`src/rtl/video_timing_gen_1936x1088.sv`:
```
// rtl/video_timing_gen_1936x1088.sv - 1936x1088 sensor-side hs/vs/de timing source with coordinates
// Optional colour-bar pattern on o_rgb when VTG_TEST_PATTERN_EN is defined.
module video_timing_gen_1936x1088 #(
  parameter int H_BACK  = 40,
  parameter int H_DISP  = 1936,
  parameter int H_FRONT = 28,
  parameter int H_SYNC  = 44,
  parameter int V_BACK  = 18,
  parameter int V_DISP  = 1088,
  parameter int V_FRONT = 3,
  parameter int V_SYNC  = 5
) (
  input  logic        pixel_clk,
  input  logic        rst_n,
  input  logic        i_en,
  output logic        o_hs,
  output logic        o_vs,
  output logic        o_de,
  output logic [11:0] o_x,
  output logic [11:0] o_y,
  output logic        o_frame_start,
  output logic [23:0] o_rgb
);

  localparam logic [11:0] C_HT         = 12'(H_BACK + H_DISP + H_FRONT);
  localparam logic [11:0] C_LINE_LAST  = 12'(H_BACK + H_DISP + H_FRONT + H_SYNC - 1);
  localparam logic [11:0] C_VT         = 12'(V_BACK + V_DISP + V_FRONT);
  localparam logic [11:0] C_FRAME_LAST = 12'(V_BACK + V_DISP + V_FRONT + V_SYNC - 1);
  localparam logic [11:0] C_H_DE0      = 12'(H_BACK);
  localparam logic [11:0] C_H_DE1      = 12'(H_BACK + H_DISP);
  localparam logic [11:0] C_V_DE0      = 12'(V_BACK);
  localparam logic [11:0] C_V_DE1      = 12'(V_BACK + V_DISP);

  typedef enum logic {IDLE, RUN} state_t;

  state_t      r_state;
  logic [11:0] r_h_cnt;
  logic [11:0] r_v_cnt;
  logic        r_hs;
  logic        r_vs;
  logic        r_de;
  logic [11:0] r_x;
  logic [11:0] r_y;
  logic        r_frame_start;

  logic        w_hs_next;
  logic        w_vs_next;
  logic        w_de_next;
  logic [11:0] w_x_next;
  logic [11:0] w_y_next;
  logic        w_fs_next;

  assign w_hs_next = (r_h_cnt < C_HT);
  assign w_vs_next = (r_v_cnt < C_VT);
  assign w_de_next = (r_h_cnt >= C_H_DE0) && (r_h_cnt < C_H_DE1) &&
                     (r_v_cnt >= C_V_DE0) && (r_v_cnt < C_V_DE1);
  assign w_x_next  = w_de_next ? (r_h_cnt - C_H_DE0) : 12'd0;
  assign w_y_next  = w_de_next ? (r_v_cnt - C_V_DE0) : 12'd0;
  assign w_fs_next = (r_h_cnt == 12'd0) && (r_v_cnt == 12'd0);

  // Dropping i_en abandons the frame on the same edge; outputs read 0 the next cycle.
  always_ff @(posedge pixel_clk or negedge rst_n) begin
    if (!rst_n) begin
      r_state       <= IDLE;
      r_h_cnt       <= 12'd0;
      r_v_cnt       <= 12'd0;
      r_hs          <= 1'b0;
      r_vs          <= 1'b0;
      r_de          <= 1'b0;
      r_x           <= 12'd0;
      r_y           <= 12'd0;
      r_frame_start <= 1'b0;
    end else if (!i_en) begin
      r_state       <= IDLE;
      r_h_cnt       <= 12'd0;
      r_v_cnt       <= 12'd0;
      r_hs          <= 1'b0;
      r_vs          <= 1'b0;
      r_de          <= 1'b0;
      r_x           <= 12'd0;
      r_y           <= 12'd0;
      r_frame_start <= 1'b0;
    end else begin
      case (r_state)
        IDLE: begin
          r_state       <= RUN;
          r_h_cnt       <= 12'd0;
          r_v_cnt       <= 12'd0;
          r_hs          <= 1'b0;
          r_vs          <= 1'b0;
          r_de          <= 1'b0;
          r_x           <= 12'd0;
          r_y           <= 12'd0;
          r_frame_start <= 1'b0;
        end
        RUN: begin
          r_hs          <= w_hs_next;
          r_vs          <= w_vs_next;
          r_de          <= w_de_next;
          r_x           <= w_x_next;
          r_y           <= w_y_next;
          r_frame_start <= w_fs_next;
          if (r_h_cnt == C_LINE_LAST) begin
            r_h_cnt <= 12'd0;
            r_v_cnt <= (r_v_cnt == C_FRAME_LAST) ? 12'd0 : r_v_cnt + 12'd1;
          end else begin
            r_h_cnt <= r_h_cnt + 12'd1;
          end
        end
        default: r_state <= IDLE;
      endcase
    end
  end

  assign o_hs          = r_hs;
  assign o_vs          = r_vs;
  assign o_de          = r_de;
  assign o_x           = r_x;
  assign o_y           = r_y;
  assign o_frame_start = r_frame_start;

`ifdef VTG_TEST_PATTERN_EN
  localparam int          BAR_W = H_DISP / 8;
  localparam logic [11:0] C_B1  = 12'(1 * BAR_W);
  localparam logic [11:0] C_B2  = 12'(2 * BAR_W);
  localparam logic [11:0] C_B3  = 12'(3 * BAR_W);
  localparam logic [11:0] C_B4  = 12'(4 * BAR_W);
  localparam logic [11:0] C_B5  = 12'(5 * BAR_W);
  localparam logic [11:0] C_B6  = 12'(6 * BAR_W);
  localparam logic [11:0] C_B7  = 12'(7 * BAR_W);

  logic [23:0] r_rgb;
  logic [23:0] w_rgb_next;

  // Bar index via comparison against fixed edges rather than dividing o_x.
  always_comb begin
    w_rgb_next = 24'h000000;
    if (w_de_next) begin
      if      (w_x_next < C_B1) w_rgb_next = 24'hFFFFFF;
      else if (w_x_next < C_B2) w_rgb_next = 24'hFFFF00;
      else if (w_x_next < C_B3) w_rgb_next = 24'h00FFFF;
      else if (w_x_next < C_B4) w_rgb_next = 24'h00FF00;
      else if (w_x_next < C_B5) w_rgb_next = 24'hFF00FF;
      else if (w_x_next < C_B6) w_rgb_next = 24'hFF0000;
      else if (w_x_next < C_B7) w_rgb_next = 24'h0000FF;
      else                      w_rgb_next = 24'h000000;
    end
  end

  always_ff @(posedge pixel_clk or negedge rst_n) begin
    if (!rst_n) begin
      r_rgb <= 24'h0;
    end else if (i_en && (r_state == RUN)) begin
      r_rgb <= w_rgb_next;
    end else begin
      r_rgb <= 24'h0;
    end
  end

  assign o_rgb = r_rgb;
`else
  assign o_rgb = 24'h0;
`endif

endmodule

```
`config.mk`:
```
export PLATFORM = sky130hd
export DESIGN_NAME = video_timing_gen_1936x1088
export DESIGN_NICKNAME = d
export VERILOG_FILES = /design/src/rtl/video_timing_gen_1936x1088.sv
export SDC_FILE = /design/constraint.sdc
export NUM_CORES = 1
export LEC_CHECK = 0
export BUFFER_PORTS_ARGS = -buffer_cell sky130_fd_sc_hd__buf_2
export CAP_MARGIN = 15
export CORE_MARGIN = 10
export CORE_UTILIZATION = 25
export CTS_BUF_LIST = sky130_fd_sc_hd__clkbuf_16
export DETAILED_ROUTE_END_ITERATION = 16
export PLACE_DENSITY_LB_ADDON = 0.3
export SLEW_MARGIN = 20
export SYNTH_ARGS = -nofsm -noshare
export SYNTH_HDL_FRONTEND = slang
export SYNTH_SLANG_ARGS = --single-unit
```
`constraint.sdc`:
```
create_clock -name pixel_clk -period 2.25 [get_ports pixel_clk]
set_clock_uncertainty 0.15 [all_clocks]
set_input_delay 0.1125 -clock pixel_clk [delete_from_list [all_inputs] [get_ports pixel_clk]]
set_output_delay 0.1125 -clock pixel_clk [all_outputs]
set_load 0.02 [all_outputs]
```
==> impl_metrics.env, run 1 <==
export IMPL_synth_xor_area_frac=0.0645
export IMPL_peakVddDrop_v=0.000315
export IMPL_viasPerCell=4.68
export IMPL_synth_flop_cell="dfrtp_1"
export IMPL_cp_start_kind="flip-flop"
export IMPL_io_buffers=30
export IMPL_diodes=0
export IMPL_hpwl_um=5330
export IMPL_gp_congestion=0.812
export IMPL_ant_nets=0
export IMPL_ios=55
export IMPL_yosys_warnings=0
export IMPL_avgSynthCellArea_um2=9.82
export IMPL_synth_simple_area_share=0.231
export IMPL_cts_inserted_buffers=5
export IMPL_min_period_over_period=0.983
export IMPL_cts_buffer_depth=2
export IMPL_htree_levels=2
export IMPL_fillCellCount=1223
export IMPL_gr_total_overflow=0
export IMPL_die_x_um=129
export IMPL_p_per_area_mw_per_mm2=554
export IMPL_drc=0
export IMPL_utilization=0.307
export IMPL_syn_inst=304
export IMPL_synth_area_mm2=0.00299
export IMPL_hold_class="in2async"
export IMPL_critPathKind="reg2reg"
export IMPL_ys_ff_latch=53
export IMPL_die_area_mm2=0.0167
export IMPL_async_reset_ff_frac=1.00
export IMPL_grt_start_max_net_pins=32
export IMPL_root_buffer="clkbuf_16"
export IMPL_muxShareOfSynthArea=0.00335
export IMPL_synth_edff_count=0
export IMPL_power_mw=1.97
export IMPL_post_drt_wl_per_cell_um=14.4
export IMPL_drt_iter0_drc=177
export IMPL_cp_required_ns=2.28
export IMPL_core_area_mm2=0.0116
export IMPL_numClockSinks=53
export IMPL_placementRows=39
export IMPL_cpPeakStageDelay_ns=0.51
export IMPL_endpoint_kind="flip-flop"
export IMPL_first_global_vias=2342
export IMPL_vias=2295
export IMPL_leakagePower_nw=1.65
export IMPL_finalSetupViolCount=0
export IMPL_relSlewSlack=0.538
export IMPL_clock_latency_ns=0.29
export IMPL_final_common_cell="dfrtp_1"
export IMPL_mostFrequentLayoutCells="53 x dfrtp_1, 30 x buf_2, 25 x buf_4, 24 x conb_1, 21 x nor3_1"
export IMPL_path_cells="or3_4, or4_4, o311ai_4, buf_4, nor3_2"
export IMPL_path_max_fanout=10
export IMPL_die_y_um=129
export IMPL_grt_usage=0.0866
export IMPL_cap_violations=0
export IMPL_start_util=0.258
export IMPL_synth_compound_area_frac=0.0955
export IMPL_critPathSlowestCell="or4_4"
export IMPL_tritoncts="yes"
export IMPL_routed_wl_um=7080
export IMPL_setup_ws_ns=0.0388
export IMPL_area_delta_synth_final_pct=18.8
export IMPL_critPathArrivalTime_ns=2.24
export IMPL_synth_top_family_by_area="simple AND/OR/NAND/NOR gates"
export IMPL_postCtsSetupRepairBufs=0
export IMPL_drv_slew=0
export IMPL_drive_gt1_frac=0.239
export IMPL_grt_pass1_wl_um=11800
export IMPL_final_nets=362
export IMPL_fmaxAchievable_mhz=452
export IMPL_antenna_found_initial=0
export IMPL_dp_slack_ns=0.0320
export IMPL_rsz0062_at_grt="yes"
export IMPL_yosysSeqAreaShare=0.444
export IMPL_synth_distinct_cells=48
export IMPL_path_clk_slew_ns=0.07
export IMPL_tightest_slew_ns=0.693
export IMPL_synth_fa_ha_area_frac=0.0503
export IMPL_status="complete, no violations"
export IMPL_fin_crit_ns=2.21
export IMPL_drt_pass1_iterations=4
export IMPL_hold_viol_final=0
## layout make-up
cell class              instances  area (um2)  share of cell area
multi-input cells             218        1460               0.410
flip-flops and latches         53        1330               0.374
repair buffers                 59         389               0.110
well taps                     143         179              0.0504
clock buffers                   5         125              0.0353
inverters                      10        37.5              0.0106
clock inverters                 2        35.0             0.00987
## power breakdown
| part | switching (mW) | internal (mW) |
|---|---|---|
| registers | 0.00496 | 0.960 |
| logic | 0.115 | 0.0389 |
| clock network | 0.331 | 0.517 |
## flip-flops by register name, indices dropped and copies added (netlist names), 12 cells and up
register / flops
r_v_cnt: 12
o_x: 12
o_y: 12
r_h_cnt: 12
## worst paths after layout
check	from	to	slack (ns)	cells after the start
setup reg to reg	r_v_cnt[7]$_DFFE_PN0P_	o_x[10]$_DFF_PN0_	0.04	5
setup / recovery	r_v_cnt[7]$_DFFE_PN0P_	o_x[10]$_DFF_PN0_	0.04	5
max in group asynchronous	rst_n	o_y[6]$_DFF_PN0_	1.06	3
hold reg to reg	r_h_cnt[0]$_DFF_PN0_	r_h_cnt[0]$_DFF_PN0_	0.40	2
hold / removal	rst_n	o_de$_DFF_PN0_	0.25	2
min in group pixel_clk	i_en	r_state$_DFF_PN0_	0.35	2
## cells by family (layout without fill, tap and decap cells)
group / Yosys count / in the layout
AO/OA/AOI/OAI: 40 / 40
XOR/XNOR: 22 / 22
adder cells (fa/ha/maj): 12 / 12
buffers and inverters: 56 / 76
flip-flops: 53 / 53
multiplexers: 1 / 1
other: 1 / 24
AND/OR/NAND/NOR: 119 / 119
## metal layers
| layer | track usage | vias up | part of all wire |
|---|---|---|---|
| met2 | 0.134 | 77 | 0.44 |
| met4 | 0.0334 | 0 | 0.015 |
| met1 | 0.116 | 1106 | 0.49 |
| met3 | 0.0175 | 8 | 0.048 |
| met5 | 0 | - | 0 |
| li1 | - | 1104 | - |
## critical path: cells and delay by family (launching register included)
family                 cells  cell delay (ns)
AND/OR/NAND/NOR            3             0.98
AO/OA/AOI/OAI              1             0.29
buffers and inverters      1             0.28
flip-flops                 1             0.39
## stage by stage
step / cell area, um2 / TNS [ns] / cells / hold slack (ns)
CTS: 3520 / 0 / 490 / 0.288
finish: 3550 / 0 / 490 / 0.252
floorplan: 3070 / 0 / 327 / -0.333
global placement: 3340 / 0 / 481 / 0.0523
detailed placement: 3340 / 0 / 481 / 0.0676
global route: 3550 / -0.213 / 490 / 0.338
## Yosys cell counts, types with 10 or more instances
master / count / area, um2
ha_1: 12 / 150
nor2_1: 20 / 75.1
nand2_1: 13 / 48.8
xnor2_1: 18 / 158
nor3_1: 21 / 105
clkbuf_1: 13 / 48.8
o21ai_0: 10 / 50.1
dfrtp_1: 53 / 1330
inv_1: 10 / 37.5
nand3_1: 10 / 50.1
nor4_1: 10 / 62.6
buf_4: 24 / 180
## repair_timing
item / in CTS / in global routing
hold buffers: 2 / 0
endpoints found under the hold margin: 30 / 0
setup endpoints to repair: 0 / 24
gates resized for setup: 0 / 5
Note: power is estimated with default switching activity, not from simulation.
==> run 2: changes to the inputs <==
--- a/config.mk
+++ b/config.mk
@@ -5,13 +5,13 @@
 export SDC_FILE = /design/constraint.sdc
 export NUM_CORES = 1
 export LEC_CHECK = 0
+export ABC_CLOCK_PERIOD_IN_PS = 2250
 export BUFFER_PORTS_ARGS = -buffer_cell sky130_fd_sc_hd__buf_2
 export CAP_MARGIN = 15
 export CORE_MARGIN = 10
 export CORE_UTILIZATION = 25
 export CTS_BUF_LIST = sky130_fd_sc_hd__clkbuf_16
 export DETAILED_ROUTE_END_ITERATION = 16
-export PLACE_DENSITY_LB_ADDON = 0.3
 export SLEW_MARGIN = 20
 export SYNTH_ARGS = -nofsm -noshare
 export SYNTH_HDL_FRONTEND = slang
==> impl_metrics.env, run 2 (same netlist as run 1, synthesis figures left out) <==
export IMPL_power_mw=1.88
export IMPL_drt_pass1_iterations=4
export IMPL_htree_levels=2
export IMPL_hpwl_um=5060
export IMPL_cp_required_ns=2.27
export IMPL_drv_slew=0
export IMPL_power_switching_mw=0.464
export IMPL_critPathArrivalTime_ns=2.19
export IMPL_status="complete, no violations"
export IMPL_reg2reg_slack_ns=0.07
export IMPL_gr_total_overflow=0
export IMPL_area_delta_synth_final_pct=17.9
export IMPL_finalSetupViolCount=0
export IMPL_relSlewSlack=0.564
export IMPL_whs_ns=0.324
export IMPL_diodes=0
export IMPL_tritoncts="yes"
export IMPL_tightest_slew_ns=0.654
export IMPL_place_inst=478
export IMPL_grt_start_max_net_pins=54
export IMPL_path_clk_slew_ns=0.07
export IMPL_final_nets=359
export IMPL_vias=2238
export IMPL_placementRows=39
export IMPL_core_area_mm2=0.0116
export IMPL_die_y_um=129
export IMPL_viasPerCell=4.59
export IMPL_drt_iter0_drc=113
export IMPL_internal_power_mw=1.41
export IMPL_ff2ff_path_depth=5
export IMPL_fin_crit_ns=2.18
export IMPL_utilization=0.305
export IMPL_fin_cells=488
export IMPL_r2r_start="r_v_cnt[7]$_DFFE_PN0P_"
export IMPL_cts_inserted_buffers=5
export IMPL_root_buffer="clkbuf_16"
export IMPL_clkPwrFrac=0.405
export IMPL_hold_viol_final=0
export IMPL_p_sw_frac=0.248
export IMPL_routed_wl_um=6710
export IMPL_leakagePower_nw=1.63
export IMPL_p_per_area_mw_per_mm2=532
export IMPL_cap_violations=0
export IMPL_mostFrequentLayoutCells="53 x dfrtp_1, 30 x buf_2, 24 x conb_1, 22 x buf_4, 21 x nor3_1"
export IMPL_drc=0
export IMPL_final_common_cell="dfrtp_1"
export IMPL_grt_usage=0.0839
export IMPL_seq_power_share=0.514
export IMPL_first_global_vias=2358
export IMPL_io_buffers=30
export IMPL_antenna_found_initial=0
export IMPL_fmaxAchievable_mhz=460
export IMPL_path_max_fanout=9
export IMPL_ios=55
export IMPL_place_area_mm2=0.00333
export IMPL_peakVddDrop_v=0.000391
export IMPL_die_x_um=129
export IMPL_hold_class="in2async"
export IMPL_min_period_over_period=0.967
export IMPL_fin_area_mm2=0.00352
export IMPL_ant_nets=0
export IMPL_cts_buffer_depth=2
export IMPL_critPathKind="reg2reg"
export IMPL_startpoint="r_v_cnt[7]$_DFFE_PN0P_"
export IMPL_drive_gt1_frac=0.235
export IMPL_dp_slack_ns=-0.00424
export IMPL_numClockSinks=53
export IMPL_cp_start_kind="flip-flop"
export IMPL_gp_congestion=0.810
export IMPL_clock_latency_ns=0.29
export IMPL_rsz0062_at_grt="no"
export IMPL_setup_ws_ns=0.0737
export IMPL_r2r_end="o_x[3]$_DFF_PN0_"
export IMPL_fin_tns_setup_ns=0
export IMPL_comb_power_share=0.080
export IMPL_die_area_mm2=0.0167
export IMPL_start_util=0.258
export IMPL_cp_endpoint="o_x[3]$_DFF_PN0_"
export IMPL_grt_pass1_wl_um=11800
export IMPL_post_drt_wl_per_cell_um=13.8
export IMPL_endpoint_kind="flip-flop"
==> run 2: cell types whose count changed in the layout (fill, tap and decap cells not counted), sizes merged <==
cell	before	now
buf	57	54
bufinv	1	0
clkinv	1	2
inv	10	11
==> run 2: critical path: stages, from the launching register on <==
cell	delay, ns
dfrtp_1	0.38
or3_4	0.41
or4_4	0.51
o311ai_4	0.30
buf_4	0.26
nor3_2	0.05
==> run 2: metal layers <==
layer / vias to the layer above / track usage / part of all wire
met3: 2 / 0.0220 / 0.062
met1: 1069 / 0.111 / 0.49
met2: 62 / 0.131 / 0.44
met5: - / 0 / 0
met4: 0 / 0.0261 / 0.010
li1: 1105 / - / -
==> run 2: worst min-delay path by stage <==
stage	depth (start not counted)	endpoint	slack [ns]	start
floorplan	0	o_de$_DFF_PN0_	-0.33	rst_n
global placement	1	r_state$_DFF_PN0_	0.11	i_en
detailed placement	1	r_state$_DFF_PN0_	0.12	i_en
CTS	2	r_state$_DFF_PN0_	0.35	i_en
global route	2	r_state$_DFF_PN0_	0.37	i_en
finish	3	r_h_cnt[8]$_DFF_PN0_	0.32	rst_n
==> run 2: cell type report <==
cell class / instances / area [um2]
Sequential cell: 53 / 1330
Inverter: 10 / 37.5
Clock buffer: 5 / 125
Timing Repair Buffer: 56 / 375
Clock inverter: 3 / 21.3
Multi-Input combinational cell: 218 / 1460
Tap cell: 143 / 179
Fill cell: 1204 / 8040
==> run 2: power by group through the flow <==
stage / sequential [mW] / clock (mW) / combinational, mW
finish: 0.965 / 0.760 / 0.150
global route: 0.966 / 0.812 / 0.170
CTS: 0.964 / 0.784 / 0.150
detailed placement: 0.983 / 0 / 0.147
global placement: 0.983 / 0 / 0.144
floorplan: 0.989 / 0 / 0.115
==> run 2: repair_timing <==
item / 4_1_cts / 5_1_grt
hold buffers: 2 / 0
endpoints found under the hold margin: 54 / 0
resized for setup: 1 / 5
setup endpoints to repair: 1 / 8
setup buffers: 0 / 0
cloned: 0 / 0
